### config.mk
export PLATFORM = sky130hd
export DESIGN_NAME = riscv_ahb_arb
export DESIGN_NICKNAME = d
export VERILOG_FILES = /design/src/rtl/riscv_ahb_arb.sv
export SDC_FILE = /design/constraint.sdc
export NUM_CORES = 1
export LEC_CHECK = 0
export CAP_MARGIN = 10
export CORE_AREA = 2 2 127 129
export CTS_BUF_LIST = sky130_fd_sc_hd__clkbuf_8
export DETAILED_ROUTE_END_ITERATION = 8
export DIE_AREA = 0 0 129 131
export DONT_BUFFER_PORTS = 1
export SLEW_MARGIN = 10
export SYNTH_ARGS = -nofsm -noshare
export SYNTH_HDL_FRONTEND = slang
export SYNTH_SLANG_ARGS = --single-unit
export TNS_END_PERCENT = 30
### constraint.sdc
create_clock -name hclk -period 2.35 [get_ports hclk]
set_input_delay 0.3525 -clock hclk [delete_from_list [all_inputs] [get_ports hclk]]
set_output_delay 0.3525 -clock hclk [all_outputs]
set_load 0.03 [all_outputs]
### src/rtl/riscv_ahb_arb.sv
// Two-master AHB-Lite arbiter: instruction (I) and data (D) requesters share one slave port.
// Define RISCV_AHB_ARB_RR_EN for round-robin arbitration; default is fixed D-over-I priority.
//
// state | meaning
// NONE  | no requester owns the address phase (IDLE driven)
// IOWN  | instruction requester owns the address phase
// DOWN  | data requester owns the address phase
module riscv_ahb_arb #(
  parameter int XLEN = 32
) (
  input  logic            hclk,
  input  logic            hreset,
  input  logic            i_busreq,
  input  logic            d_busreq,
  output logic            i_grant,
  output logic            d_grant,
  input  logic [XLEN-1:0] i_addr,
  input  logic [XLEN-1:0] d_addr,
  input  logic [1:0]      i_trans,
  input  logic [1:0]      d_trans,
  input  logic [2:0]      i_size,
  input  logic [2:0]      d_size,
  input  logic            i_write,
  input  logic            d_write,
  input  logic [XLEN-1:0] i_wdata,
  input  logic [XLEN-1:0] d_wdata,
  output logic            i_ready,
  output logic            d_ready,
  output logic [XLEN-1:0] i_rdata,
  output logic [XLEN-1:0] d_rdata,
  output logic [1:0]      i_resp,
  output logic [1:0]      d_resp,
  output logic [XLEN-1:0] m_addr,
  output logic [1:0]      m_trans,
  output logic [2:0]      m_size,
  output logic            m_write,
  output logic [XLEN-1:0] m_wdata,
  input  logic            m_ready,
  input  logic [XLEN-1:0] m_rdata,
  input  logic [1:0]      m_resp,
  output logic [1:0]      m_owner
);

  typedef enum logic [1:0] {
    NONE = 2'b00,
    IOWN = 2'b01,
    DOWN = 2'b10
  } state_t;

  localparam logic [1:0] TR_IDLE  = 2'b00;
  localparam logic [1:0] RESP_ERR = 2'b01;
  localparam logic [1:0] OWN_NONE = 2'b00;
  localparam logic [1:0] OWN_I    = 2'b01;
  localparam logic [1:0] OWN_D    = 2'b10;

  state_t     state_q, state_d;
  logic [1:0] data_own_q;
  logic       own_req;
  logic [1:0] own_trans;
  logic       arb_en;
  logic       pick_d;

  always_comb begin
    own_req   = 1'b0;
    own_trans = TR_IDLE;
    case (state_q)
      IOWN: begin
        own_req   = i_busreq;
        own_trans = i_trans;
      end
      DOWN: begin
        own_req   = d_busreq;
        own_trans = d_trans;
      end
      default: ;
    endcase
  end

  // The second ERROR cycle has m_ready=1; the owner must still keep the bus then.
  assign arb_en = m_ready && (m_resp != RESP_ERR) &&
                  ((state_q == NONE) || !own_req || (own_trans == TR_IDLE));

`ifdef RISCV_AHB_ARB_RR_EN
  logic last_d_q;

  assign pick_d = d_busreq && (!i_busreq || !last_d_q);

  always_ff @(posedge hclk) begin
    if (hreset)
      last_d_q <= 1'b0;
    else if (arb_en && (i_busreq || d_busreq))
      last_d_q <= pick_d;
  end
`else
  assign pick_d = d_busreq;
`endif

  always_comb begin
    state_d = state_q;
    if (arb_en) begin
      if (pick_d)
        state_d = DOWN;
      else if (i_busreq)
        state_d = IOWN;
      else
        state_d = NONE;
    end
  end

  always_ff @(posedge hclk) begin
    if (hreset) begin
      state_q    <= NONE;
      data_own_q <= OWN_NONE;
    end else begin
      state_q <= state_d;
      if (m_ready)
        data_own_q <= m_trans[1] ? state_q : OWN_NONE;
    end
  end

  assign i_grant = (state_q == IOWN);
  assign d_grant = (state_q == DOWN);
  assign m_owner = state_q;

  always_comb begin
    m_addr  = '0;
    m_trans = TR_IDLE;
    m_size  = 3'd0;
    m_write = 1'b0;
    case (state_q)
      IOWN: begin
        m_addr  = i_addr;
        m_trans = i_trans;
        m_size  = i_size;
        m_write = i_write;
      end
      DOWN: begin
        m_addr  = d_addr;
        m_trans = d_trans;
        m_size  = d_size;
        m_write = d_write;
      end
      default: ;
    endcase
  end

  always_comb begin
    m_wdata = '0;
    if (data_own_q == OWN_I)
      m_wdata = i_wdata;
    else if (data_own_q == OWN_D)
      m_wdata = d_wdata;
  end

  assign i_ready = m_ready;
  assign d_ready = m_ready;
  assign i_rdata = m_rdata;
  assign d_rdata = m_rdata;
  assign i_resp  = (data_own_q == OWN_I) ? m_resp : 2'b00;
  assign d_resp  = (data_own_q == OWN_D) ? m_resp : 2'b00;

endmodule

After elaboration in Yosys (flattened, before gate mapping) --
Index checks and enable logic that the tools add are counted.
Storage, ports and cells: bits in latches 0, word-level logic and storage cells 26, memories 0, bits in read-only memories 0, bits in registers 4, RAM bits 0
Operators by class: multiply operators 0, order comparisons 0, reduce and logical (&&, ||, !) cells 7, bitwise gates (word level) 0, multiplexer cells 12, shifts and indexed selects 0, equality and inequality tests 5, divide/modulo/power cells 0, add/sub/neg operators 0
Operators with widths (number):
- 32-bit 2-to-1 mux | 2
- 32-bit case mux with 2 select lines | 1
- 2-bit 2-to-1 mux | 4
- 3-bit case mux with 2 select lines | 1
- 2-bit by 1-bit == test with 1-bit output, second input constant | 2
- 2-bit == test, second input constant | 2
- 2-bit zero test | 2
- 1-bit case mux with 2 select lines | 2
- 2-bit case mux with 2 select lines | 1
- 1-bit logical AND | 2
- 1-bit logical OR | 2
- 2-bit by 1-bit != test with 1-bit output, second input constant | 1
- 1-bit zero test | 1
- 1-bit 2-to-1 mux | 1

Logic depth before layout (Yosys ltp) --
depth in word-level cells 6, gate-level depth with buffers 6, gate-level depth less buffers 6

Worst setup path before layout --
OpenSTA, ideal clock, no wires.
path type reg-to-output, start reg state_q[1] (netlist: m_owner[1]), end out m_addr[10], arrival time 1947 ps, data required time 1997 ps, buffers on the path 2, setup slack 50 ps, cell stages (with the launch flop) 6, path through dfxtp_1 ha_1 buf_2 buf_2 a22oi_1 nor2_1
On the way: cells in the longest elaborated chain, start to end 2, elaborated cells on any way between the ends 3, classes of those cells eq/ne (2); mux (1)
RTL lines:
- start: declaration | RTL line 56 | state_t state_q, state_d;
- start signal: assignment | RTL line 115 | state_q <= state_d;
- 2-bit == test
- named net d_grant | RTL line 16 | output logic d_grant,
- 32-bit case mux with 2 select lines | RTL line 130 | case (state_q)
- end: declaration | RTL line 33 | output logic [XLEN-1:0] m_addr,
The timed path passes the listed nets, and every way through them passes these cells.

Worst setup path in the final report --
start reg state_q[0] (netlist: m_owner[0]), end out m_trans[1]
On the way: cells in the longest elaborated chain, start to end 2, elaborated cells on any way between the ends 3, classes of those cells eq/ne (2); mux (1)
RTL lines:
- 2-bit == test
- named net d_grant | RTL line 16
- 2-bit case mux with 2 select lines | RTL line 130
- end: declaration | RTL line 34 | output logic [1:0] m_trans,
The timed path passes the listed nets, and every way through them passes these cells.

==> reports/metrics.cfg <==
[run_status]
status = finished clean

[setup_path]
cp.required_ns = 2.00
crit_arrival_ns = 1.76
timing.rr.start = m_owner[0]
critPathLaunch = m_owner[0]
end_kind = output port
cp_max_fo = 7
path_class = reg -> out
cp-start-kind = flip-flop

[final_layout]
utilization_pct = 10.9
diodes = 0
final.fill_count = 1811
fin_nets = 375
instances_no_fill = 407
multi_input_area_sq_um = 918
area_growth_pct = 6.35
drive_above_1_share_pct = 27.7
final-seq-area_sq_um = 80.1

[floorplanning]
core_sq_um = 15600
die_h_um = 131
die_area_sq_um = 16900
row_count = 46
initial_utilization_pct = 10.2
die_width_um = 129
io_pins = 323

[logic_synthesis]
syn_area_per_cell_sq_um = 6.94
yosysTopAreaCellShare_pct = 31.1
yosysMostFrequentCell = buf_4
synth_top_area_cell = buf_4
async_flop_share_pct = 0
ys_top_cells_by_area = buf_4 31%, a22oi_1 18%, a22o_1 18%, nor2_1 9.2%, dfxtp_1 5.0%
syn_area_sq_um = 1600
syn_inst = 230
ys.warnings.count = 0
ys.flop_type = dfxtp_1
yosysSeqAreaShare_pct = 5.02
synthTopCellsByCount = 66 x buf_4, 39 x nor2_1, 38 x a22oi_1
synth_seq_cells = 4
synth-edff-count = 0
ys_types = 22
synth_fp_nets = 412

[drt]
drt_iter0_drc = 94
ant_nets = 0
detail_route.first_pass.iterations = 4
vias = 1552
vias_per_cell = 3.81
wl_um = 5880
drc = 0
wl_per_cell_um = 14.5

[timing]
max_freq_mhz = 474
slew_headroom_pct = 53.8
min_period_over_period_pct = 89.8
maxSlewViolCount = 0
finalClockSkew_ns = 0.00233
setup_viol = 0
hold_viol = 0
rsz0062_at_grt = no
period_needed_ns = 2.11
fin_setup_tns_ns = 0
tightest_slew_ns = 0.690

[placement]
io_buffers = 0
dp.cells = 404
place_congestion = 0.776
dp_hpwl_um = 5090

[cts]
cts_setup_buffers = 0
cts.sinks = 4
root_buffer = clkbuf_8
post_cts_resized = 0
cts_tree = built
cts_max_path_buffers = 2
cts_hold_buf = 0
cts_made_buffers = 3
clk_pin_slew_ns = 0.03
clock_latency_ns = 0.22
h-tree-depth = 1

[global_routing]
grt_pass1_vias = 1341
grt_max_degree = 36
grt_pass1_wl_um = 7330
antenna_found_initial = 0
gr-usage-all-layers_pct = 5.74
overflow = 0

[power]
pwr-share-seq_pct = 19.0
p_switching_mw = 0.141
power.clock.fraction_pct = 39.4
intPower_mw = 0.238
p_leak_nw = 0.549
worst_ir_drop_vdd_mv = 0.293
p_comb_share_pct = 41.6
p_per_area_nw_per_um2 = 223
p_sw_share_pct = 37.2
power.total_mw = 0.378

[worst_hold_path]
hp-start = hreset
min_path_type = in -> reg

[job]
max-cap-violations = 0

==> state kept, by name (all words and copies together) (netlist names) <==
name	cells
data_own_q	2
m_owner	2
==> routing by layer <==
layer  vias to the layer above  track usage [%]  part of all wire [%]
met2                       120             9.34                    47
met1                       714             6.79                    39
li1                        682                -                     -
met4                         0             3.39                   4.1
met3                        36             1.55                    11
met5                         -                0                     0
==> final timing paths <==
check        cells after the start  slack, ns            end
max                              4       0.24     m_trans[1]
min                              1       0.19     m_owner[0]
max reg2reg                      6       0.44  data_own_q[0]
min reg2reg                      2       0.49  data_own_q[0]
==> cells by family after synthesis <==
group	Yosys count	synth area share, %
fa+ha+maj	3	2.35
flops	4	5.02
buf+inv	91	38.0
simple gates	51	13.6
compound gates	81	41.0
==> area by class of cell <==
class                           instances  area share [%]
Clock buffer                            3            2.43
Tap cell                              216            15.9
Inverter                                5            1.11
Multi-Input combinational cell        135            54.1
Timing Repair Buffer                   44            21.7
Sequential cell                         4            4.72
==> stage by stage <==
| step | worst slack [ns] | hold WS, ns | area, sq um |
|---|---|---|---|
| 2_1_floorplan | 0.0500 | 0.422 | 1600 |
| 3_3_place_gp | 0.481 | 0.423 | 1660 |
| 3_5_place_dp | 0.440 | 0.424 | 1660 |
| 4_1_cts | 0.222 | 0.195 | 1700 |
| 5_1_grt | 0.134 | 0.190 | 1700 |
| 6_report | 0.240 | 0.195 | 1700 |
==> cells in the final DEF (no fill, tap or decap), types with 2 or more instances in the layout <==
cell type	Yosys	final
nand3_1	2	2
a22o_1	32	32
nand2b_1	2	2
o21ai_1	3	3
a22oi_1	38	38
ha_2	0	2
dfxtp_1	4	4
o21ai_0	2	2
buf_4	66	41
inv_1	5	5
buf_12	0	3
and2_1	4	4
nor2_1	39	39
a21oi_1	3	3
clkbuf_8	0	3
nor2b_2	0	2
==> power groups by stage <==
stage | combinational (mW) | clock (mW) | sequential, mW
after global routing | 0.171 | 0.159 | 0.0721
after CTS | 0.158 | 0.151 | 0.0719
after floorplan | 0.320 | 0 | 0.0759
after detailed placement | 0.158 | 0 | 0.0728
final | 0.158 | 0.149 | 0.0719
after global placement | 0.155 | 0 | 0.0726
==> critical path: stages, from the launching register on <==
cell     delay, ns
dfxtp_1       0.34
inv_1         0.11
ha_2          0.39
a22oi_1       0.14
nor2_1        0.55
(Power assumes the default switching activity.)
